### src/rtl/x2050_mpxsched.sv
// Multiplexor routine scheduler: latches routine request strobes into a
// pending set, picks the lowest-numbered pending routine, and presents it
// to ROAR with a request/acknowledge handshake and an acknowledge timeout.
// Also tracks poll mode and keeps a saturating log event count.
module x2050_mpxsched #(
  parameter logic [7:0] TIMEOUT = 8'd255
) (
  input  logic        i_clk,
  input  logic        i_reset,
  input  logic        i_ros_advance,
  input  logic [31:0] i_req,
  input  logic        i_resume_polling,
  input  logic        i_log,
  input  logic        i_roar_ack,
  output logic        o_roar_req,
  output logic [4:0]  o_routine,
  output logic [31:0] o_pending,
  output logic        o_polling,
  output logic        o_timeout,
  output logic [7:0]  o_log_count
);

  // b4, c4 and d6 never enter the pending set
  localparam logic [31:0] REQ_MASK = ~((32'd1 << 12) | (32'd1 << 20) | (32'd1 << 30));

  typedef enum logic [1:0] {IDLE, POLL, ISSUE, WAIT} state_t;

  state_t      state_reg, state_next;
  logic [31:0] pending_reg, pending_sampled, pending_next;
  logic [31:0] grant_clear, first_hot, seen;
  logic [4:0]  winner, routine_reg, routine_next;
  logic [7:0]  wait_cnt_reg, wait_cnt_next, wait_inc;
  logic [7:0]  log_cnt_reg;
  logic        roar_req_reg, roar_req_next;
  logic        timeout_reg, timeout_next;

  // Priority chain: seen[gi] is high when any lower-numbered bit is pending,
  // so first_hot is the one-hot lowest pending bit.
  generate
    for (genvar gi = 0; gi < 32; gi++) begin : g_prio
      if (gi == 0) begin : g_first
        assign seen[gi] = 1'b0;
      end else begin : g_rest
        assign seen[gi] = seen[gi-1] | pending_reg[gi-1];
      end
      assign first_hot[gi] = pending_reg[gi] & ~seen[gi];
    end
  endgenerate

  // Encode the one-hot winner into a routine index
  always_comb begin
    winner = 5'd0;
    for (int i = 0; i < 32; i++) begin
      if (first_hot[i]) winner = winner | 5'(i);
    end
  end

  // Pending set: new (masked) requests only on ROS advance; a grant always clears its bit
  assign pending_sampled = i_ros_advance ? (pending_reg | (i_req & REQ_MASK)) : pending_reg;
  assign grant_clear     = (state_reg == ISSUE) ? first_hot : 32'd0;
  assign pending_next    = pending_sampled & ~grant_clear;
  assign wait_inc        = wait_cnt_reg + 8'd1;

  // Next-state and handshake decisions
  always_comb begin
    state_next    = state_reg;
    routine_next  = routine_reg;
    roar_req_next = roar_req_reg;
    timeout_next  = 1'b0;
    wait_cnt_next = wait_cnt_reg;
    case (state_reg)
      IDLE: begin
        if (pending_reg != 32'd0)  state_next = ISSUE;
        else if (i_resume_polling) state_next = POLL;
      end
      POLL: begin
        if (pending_reg != 32'd0) state_next = ISSUE;
      end
      ISSUE: begin
        if (pending_reg != 32'd0) begin
          routine_next  = winner;
          roar_req_next = 1'b1;
          wait_cnt_next = 8'd0;
          state_next    = WAIT;
        end else begin
          state_next = IDLE;
        end
      end
      WAIT: begin
        wait_cnt_next = wait_inc;
        if (i_roar_ack) begin
          // acknowledge beats a simultaneous timeout; a request sampled now counts
          roar_req_next = 1'b0;
          state_next    = (pending_sampled != 32'd0) ? ISSUE : IDLE;
        end else if (wait_inc == TIMEOUT) begin
          // routine is dropped, not re-pended
          roar_req_next = 1'b0;
          timeout_next  = 1'b1;
          state_next    = IDLE;
        end
      end
      default: state_next = IDLE;
    endcase
  end

  // Scheduler state registers
  always_ff @(posedge i_clk or negedge i_reset) begin
    if (!i_reset) begin
      state_reg    <= IDLE;
      pending_reg  <= 32'd0;
      routine_reg  <= 5'd0;
      roar_req_reg <= 1'b0;
      timeout_reg  <= 1'b0;
      wait_cnt_reg <= 8'd0;
    end else begin
      state_reg    <= state_next;
      pending_reg  <= pending_next;
      routine_reg  <= routine_next;
      roar_req_reg <= roar_req_next;
      timeout_reg  <= timeout_next;
      wait_cnt_reg <= wait_cnt_next;
    end
  end

  // Saturating log event counter
  always_ff @(posedge i_clk or negedge i_reset) begin
    if (!i_reset)                          log_cnt_reg <= 8'd0;
    else if (i_log && log_cnt_reg != 8'hFF) log_cnt_reg <= log_cnt_reg + 8'd1;
  end

  assign o_roar_req  = roar_req_reg;
  assign o_routine   = routine_reg;
  assign o_pending   = pending_reg;
  assign o_polling   = (state_reg == POLL);
  assign o_timeout   = timeout_reg;
  assign o_log_count = log_cnt_reg;

endmodule

### config.mk
export PLATFORM = sky130hd
export DESIGN_NAME = x2050_mpxsched
export DESIGN_NICKNAME = d
export VERILOG_FILES = /design/src/rtl/x2050_mpxsched.sv
export SDC_FILE = /design/constraint.sdc
export NUM_CORES = 1
export LEC_CHECK = 0
export CAP_MARGIN = 15
export CORE_MARGIN = 5
export CORE_UTILIZATION = 48
export DETAILED_ROUTE_END_ITERATION = 7
export HOLD_SLACK_MARGIN = 0.02
export PLACE_DENSITY = 0.8
export SYNTH_ARGS = -nofsm -noshare
export SYNTH_HDL_FRONTEND = slang
export SYNTH_SLANG_ARGS = --single-unit
### constraint.sdc
create_clock -name i_clk -period 2.1 [get_ports i_clk]
set_input_delay 0.525 -clock i_clk [delete_from_list [all_inputs] [get_ports i_clk]]
set_output_delay 0.525 -clock i_clk [all_outputs]
set_load 0.005 [all_outputs]
; ---- After elaboration in Yosys (flattened, before gate mapping)
; Cells that the tools add are included.
[totals]
regBits = 57
output_inout_bits = 48
[classes]
n_addsub = 2
eq_ne = 9
bitwise = 95
muxes = 68
n_reduce_logical = 9
[ops]
columns = operator, n
row1 = $mux 5, 18
row2 = $mux 32, 2
row3 = $reduce_bool 32->1, 2
row4 = $mux 2, 17
row5 = $and 32x32->32, 1
row6 = $mux 4, 8
row7 = $not 32->32, 1
row8 = $or 32x32->32, 1
row9 = $and 1x1->1, 31
row10 = $not 1->1, 31
row11 = $or 1x1->1, 30
row12 = $add 8x1->8 const B, 2
row13 = $mux 8, 2
row14 = $pmux 8 s2, 1
row15 = $mux 1, 14
row16 = $mux 3, 4
row17 = $eq 8x8->1 const B, 1
row18 = $ne 8x8->1 const B, 1
row19 = $pmux 2 s4, 1
row20 = $ne 3x3->1 const B, 2
row21 = $reduce_and 3->1, 2
row22 = $eq 2x2->1 const B, 2
row23 = $ne 2x1->1 const B, 2
row24 = $reduce_and 2->1, 2
row25 = other kinds (5), 5

; ---- Depth between registers and ports, before layout
[depth]
word_depth = 35
mapped_depth = 7
depth_no_buf = 6

; ---- Worst setup path after synthesis
; OpenSTA, ideal clock, no wires.
[synth_timing]
kind = register to register
start = register pending_reg[16], in the netlist o_pending[16]
end = register state_reg[0]
setup_slack_ns = 0.128
path_buffers = 1
path_stages_with_launch = 6
t_required_ns = 1.976
t_arrival_ns = 1.848
setup_ns = 0.124
cell_sequence = dfrtp_1 > buf_6 > or4_4 > nor4_4 > a41oi_2 > a211o_1
[synth_between]
elab_chain_len = 4
[synth_rtl]
columns = item, line_no
row1 = start: declaration, 29  ; logic [31:0] pending_reg, pending_sampled, pending_next;
row2 = start signal: assignment, 117  ; pending_reg <= pending_next;
row3 = $reduce_bool 32->1 *, "73, 77, 80"
row4 = "$mux 2, on equally long branches", "80, 73"
row5 = $mux 2, 71  ; case (state_reg)
row6 = $pmux 2 s4, 71
row7 = end signal: assignment, 116  ; state_reg <= state_next;
row8 = end: declaration, 28  ; state_t state_reg, state_next;
; Every way passes the cells marked *; elsewhere a longest branch is shown, timed or not. The select of a mux whose other input is x is not followed.
; A chain may end at the register's enable or synchronous reset.

; ---- Final worst setup path
[layout_timing]
start = register pending_reg[25], in the netlist o_pending[25]
end = register wait_cnt_reg[3]
[layout_between]
elab_chain_len = 3
[layout_rtl]
columns = item, line_no
row1 = $reduce_bool 32->1, 80  ; if (pending_reg != 32'd0) begin
row2 = $ne 2x1->1 (no source line), -
row3 = $reduce_and 2->1 (no source line), -
row4 = end signal: assignment, 121  ; wait_cnt_reg <= wait_cnt_next;
row5 = end: declaration, 32  ; logic [7:0] wait_cnt_reg, wait_cnt_next, wait_inc;
; Every way passes these cells.

==> metrics <==
die area=0.00800 sq mm; initial drt markers=198; Worst Max-Slew Pin Slew=472 ps; # clock sinks=57; maximum vdd drop=973 uV; Tcrit/Tclk final=0.966; final instance area=0.00440 sq mm; Syn Nets=364; Critical Path End Type=flop; top cells by area, synth=dfrtp_1 (47%), a21oi_1 (5.8%), nor2_1 (4.3%); outcome=finished clean; crit path max fanout=8; initial antenna violation count=0; Vias=3,055; # IOs=86; wire length per cell=16.2 microns; Placed Cells=506; crit path launch type=flop; share of cells above drive strength 1=0.152; Period minus WS final=2030 ps; largest net degree at the start of global routing=58; Post-Synthesis Cells=323; Critical Path RT=2360 ps; Placed Instance Area=0.00416 sq mm; largest area contributor in the netlist=dfrtp_1; port buffer count=82; first-pass iteration count of the detailed router=5; RSZ-0062 raised after global routing=true; Hold Vio Cnt, Final=0; ys async rst share=1.00; final WL=8480 microns; worst-skew pair later-pin latency=330 ps; crit path DAT=2290 ps; cts bufs inserted=9; vias in the first global route=3,005; Leak=0.00178 uW; count leader, synth=dfrtp_1; max FFs per register=32; Die W=89.5 microns; # nets final=482; worst r2r src=o_pending[25]$_DFF_PN0_; Max Slew Vio Count=0; Ys Warns=0; Finished Layout Cells=523; mux contribution to synthesized area=0.0165; Reg clk slew, reported paths=70 ps; CTS Buffer Depth=2; Max Clock Skew=10.2 ps; flop-to-flop setup slack=70 ps; post-layout util=0.704; row cnt=29; routability cong.=0.844; largest family of logic cells by synthesized area=simple AND/OR/NAND/NOR gates; Slew HR=0.682; H-tree Lvls=3; Via density=5.84; Fmax=493 MHz; syn_area_per_cell=9.38 sq um; ant diodes=0; Filler cells=496; initial core utilization=0.486; FF+latch count, synth=57; Post-Syn Area=0.00303 sq mm; first-pass GRT wire length=14,000 microns; Setup Viol. Count Final=0; Yosys cell types=54; critical setup path kind=reg -> reg; Yosys top cell area share=0.471; max_cap viols=0; sequential-to-total area share from yosys stat=0.471; XOR/XNOR share of the synthesized area=0.0260; Crit Reg-Reg Endpoint=wait_cnt_reg[3]$_DFFE_PN0P_; FF-to-FF path depth=5; final antenna-violating net count=0; DRC Markers=0; GRT Util Overall=0.226; Min Hold Slack=173 ps; PwrDens=840 mW/mm^2; Core Box Area=0.00624 sq mm; synth cell count leaders=dfrtp_1 (57), a21oi_1 (35), nor2_1 (35), nand2_1 (30), o21ai_0 (18); Synth Area in Compound Gates=0.196; detailed-placement wirelength estimate=6290 microns; growth of design area from synthesis to finish=45.1%; hold crit path type=in -> async; DIE HEIGHT=89.5 microns; post-synthesis simple-gate area fraction=0.253; root buffer cell=clkbuf_8; top_reg_cell synth=dfrtp_1; number of synthesized flops with an enable pin=0; grt ovf=0; CTS tree=done; area share of fa/ha/maj cells after synthesis=0.0124
==> repair_timing <==
| action | in CTS | in global routing |
|---|---|---|
| pin swaps | 0 | 2 |
| hold buffers | 0 | 0 |
| hold endpoints to repair | 0 | 0 |
| setup buffers | 0 | 1 |
| endpoints found under the setup margin | 1 | 20 |
| gates resized for setup | 1 | 9 |
==> cell families after synthesis <==
kind of cell | count (synthesis)
compound gates | 93
xor+xnor | 9
fa+ha+maj | 3
buf+inv | 18
flops | 57
mux | 5
simple gates | 138
==> report_power, final <==
group          leakage [uW]  total, uW  switching [uW]  internal (uW)
registers          0.000621       1510             210           1300
logic               0.00107       1260             573            689
clock network     0.0000932        918             430            488
total               0.00178       3690            1210           2480
==> cells in the final DEF, fill, tap and decap left out, types with 3 or more instances in the layout <==
cell / synthesis / layout
a21oi_1: 35 / 35
a31oi_1: 11 / 11
a41oi_1: 3 / 3
buf_4: 0 / 33
clkbuf_8: 0 / 11
clkdlybuf4s50_1: 0 / 81
clkinv_2: 0 / 3
dfrtp_1: 57 / 55
ha_1: 3 / 3
inv_1: 8 / 8
mux2i_1: 5 / 5
nand2_1: 30 / 30
nand3_1: 11 / 11
nand4_1: 6 / 6
nor2_1: 35 / 35
nor2b_1: 9 / 9
nor3_1: 11 / 10
nor4_1: 7 / 7
nor4_2: 3 / 3
nor4b_1: 6 / 6
o21ai_0: 18 / 18
o21bai_1: 3 / 3
o2bb2ai_1: 5 / 5
or4_1: 3 / 3
xnor2_1: 5 / 5
xor2_1: 4 / 4
==> per-layer routing <==
layer	part of all wire	vias up	GRT usage
li1	-	1440	-
met1	0.42	1479	0.297
met2	0.50	117	0.362
met3	0.065	19	0.0424
met4	0.021	0	0.0988
met5	0	-	0
==> how the worst max path moves through the flow <==
stage                                   startpoint                           to  slack, ps  cells past startpoint
after floorplan            o_pending[16]$_DFF_PN0_     state_reg[0]$_DFFE_PN0P_        130                      5
after global placement                    i_req[6]     state_reg[1]$_DFFE_PN0P_       -120                      7
after detailed placement                  i_req[6]     state_reg[1]$_DFFE_PN0P_       -140                      7
after CTS                 state_reg[1]$_DFFE_PN0P_                    o_polling         10                      2
after global routing       o_pending[17]$_DFF_PN0_      o_pending[28]$_DFF_PN0_         -6                      6
final                      o_pending[25]$_DFF_PN0_  wait_cnt_reg[3]$_DFFE_PN0P_         70                      5
==> layout make-up <==
| type | instances | area, sq um | share of cell area |
|---|---|---|---|
| Clock buffer | 13 | 159 | 0.0361 |
| Clock inverter | 3 | 15.0 | 0.00341 |
| Inverter | 8 | 30.0 | 0.00683 |
| Multi-Input combinational cell | 248 | 1570 | 0.358 |
| Sequential cell | 57 | 1430 | 0.325 |
| Tap cell | 77 | 96.3 | 0.0219 |
| Timing Repair Buffer | 117 | 1090 | 0.249 |
==> critical path, cell delays in order, from the launching register on <==
cell     delay (ps)
dfrtp_1         380
or4_1           640
nor3_4          330
nand4_4         160
o21ai_4         270
a22o_1          180
==> metrics by stage <==
step           TNS (ps)  setup slack [ps]  total power (uW)
2_1_floorplan         0               128              2060
3_3_place_gp       -123              -123              2730
3_5_place_dp       -136              -136              2780
4_1_cts               0              12.8              3690
5_1_grt           -7.81             -6.45              3930
6_report              0              70.4              3690
No activity file was read; power rests on OpenSTA's default activity.
==> edit: new RTL, same settings <==
The parameter `TIMEOUT` goes from 8'd255 to 8'd127.
--- a/src/rtl/x2050_mpxsched.sv
+++ b/src/rtl/x2050_mpxsched.sv
@@ -3,7 +3,7 @@
 // to ROAR with a request/acknowledge handshake and an acknowledge timeout.
 // Also tracks poll mode and keeps a saturating log event count.
 module x2050_mpxsched #(
-  parameter logic [7:0] TIMEOUT = 8'd255
+  parameter logic [7:0] TIMEOUT = 8'd127
 ) (
   input  logic        i_clk,
   input  logic        i_reset,
Formal check against the unedited RTL: same outputs for any inputs over 4 cycles, from zero or initial values and one cycle with i_reset low; that may be too few to reach the edited logic, so the function may still have changed.
==> edit against the unedited design <==
- wire length grew 4.5%
- power grew 6.3%
- worst hold slack lost 0.031 ns
- sequential cell count is the same
- highest routed layer unchanged
- setup slack lost 0.028 ns
- combinational power is essentially flat
- critical endpoint is now o_roar_req$_DFFE_PN0P_
- synthesized area is essentially flat
- clock power grew 25%
- synthesized cell count is the same
- clock skew grew 0.00063 ns
- final area grew 0.74%
==> edit: results <==
set metrics [dict create \
    outcome "complete, no violations" \
    clkLatencyLatePin_ns 0.35 \
    bufs_on_longest_clock_path 2 \
    worst-path-max-fanout 7 \
    dp.final_hpwl_um 6590 \
    drt_iter0_markers 184 \
    yosysSeqAreaShare_pct 47.03 \
    grt_max_degree 25 \
    dr_wl_cell_um 16.82 \
    placed_inst_area_um2 4168 \
    master_of_the_slowest_instance_on_the_critical_path "or4_4" \
    layoutNonFillerInstCount 527 \
    number_of_global_route_vias_before_repair 3006 \
    yosys.area_share.adder_pct 1.238 \
    leakage_nw 1.793 \
    fin_worst_skew_ns 0.01087 \
    synth_xor_xnor_area_share_pct 2.599 \
    wire_length_of_the_first_global_routing_pass_um 14620 \
    final_layout_size_suffix_gt1_share_pct 16.00 \
    avgViaCountPerCell 5.865 \
    post_synth_num_cell_types 55 \
    reg2reg_slack_ns 0.04 \
    worst_slew_pin_tran_ns 0.5717 \
    place.detailed.instances 508 \
    synth_compound_area_share_pct 19.55 \
    final_nets 486 \
    hold_ws_ns 0.1419 \
    worst_r2r_src "o_pending[17]$_DFF_PN0_" \
    avgSynthCellArea_um2 9.390 \
    synth_area_leaders "dfrtp_1 47%, a21oi_1 5.8%, nor2_1 4.3%, nand2_1 3.7%, o21ai_0 3.0%" \
    reg2reg_to "o_roar_req$_DFFE_PN0P_" \
    grt_usage_pct 23.81 \
]
==> edit: cell count changes in the layout (fill, tap and decap cells not counted), sizes merged <==
cell / unedited run / this run
bufinv: 0 / 2
nand4: 7 / 6
clkbuf: 13 / 11
nand4b: 0 / 1
buf: 36 / 40
==> edit: worst max path at each step <==
stage	to	start
detailed placement	state_reg[1]$_DFFE_PN0P_	i_req[15]
global placement	state_reg[1]$_DFFE_PN0P_	i_req[15]
CTS	o_pending[27]$_DFF_PN0_	o_pending[5]$_DFF_PN0_
floorplan	state_reg[0]$_DFFE_PN0P_	o_pending[16]$_DFF_PN0_
global route	o_pending[28]$_DFF_PN0_	o_pending[17]$_DFF_PN0_
finish	o_roar_req$_DFFE_PN0P_	o_pending[17]$_DFF_PN0_
==> edit: timing repair <==
item / CTS / global route
hold buffers: 0 / 0
pin swaps: 0 / 1
setup endpoints to repair: 1 / 19
setup buffers: 0 / 3
endpoints found under the hold margin: 0 / 0
resized for setup: 1 / 4
==> edit: logic make-up (layout without fill, tap and decap cells) <==
group,count (synthesis),count (layout)
flip-flops,57,57
AND/OR/NAND/NOR,138,138
XOR/XNOR,9,9
buffers and inverters,18,145
adder cells (fa/ha/maj),3,3
multiplexers,5,5
AO/OA/AOI/OAI,93,93
==> edit: worst max-delay path: cells and delay by family (launching register included) <==
family | cells | cell delay, ns
buf+inv | 1 | 0.18
compound gates | 2 | 0.58
simple gates | 2 | 0.79
flops | 1 | 0.38
==> edit: layout make-up <==
| class | instances | area [µm²] |
|---|---|---|
| tap | 77 | 96.34 |
| clock buffer | 11 | 141.4 |
| sequential | 57 | 1429 |
| fill | 477 | 1812 |
| multi-input combinational | 248 | 1545 |
| timing repair buffer | 121 | 1109 |
| clock inverter | 5 | 78.83 |
| inverter | 8 | 30.03 |
==> edit: per-stage QoR <==
stage	TNS (ns)	setup WS [ns]
3_5_place_dp	-0.1210	-0.1210
6_report	0	0.04288
4_1_cts	0	0.02874
5_1_grt	-0.3845	-0.05526
3_3_place_gp	-0.1112	-0.1112
2_1_floorplan	0	0.1276
==> edit: power by group <==
group | internal, mW | switching (mW)
sequential | 1.30 | 0.212
combinational | 0.687 | 0.574
clock | 0.698 | 0.453
==> edit: routing by layer <==
metal | wire length (µm) | global-route usage (%) | part of all wire (%) | vias to the layer above
met1 | 3789 | 32.30 | 43 | 1504
met4 | 200 | 10.28 | 2.3 | 0
met2 | 4338 | 37.84 | 49 | 116
met3 | 534 | 3.687 | 6.0 | 20
met5 | 0 | 0 | 0 | -
li1 | - | - | - | 1451
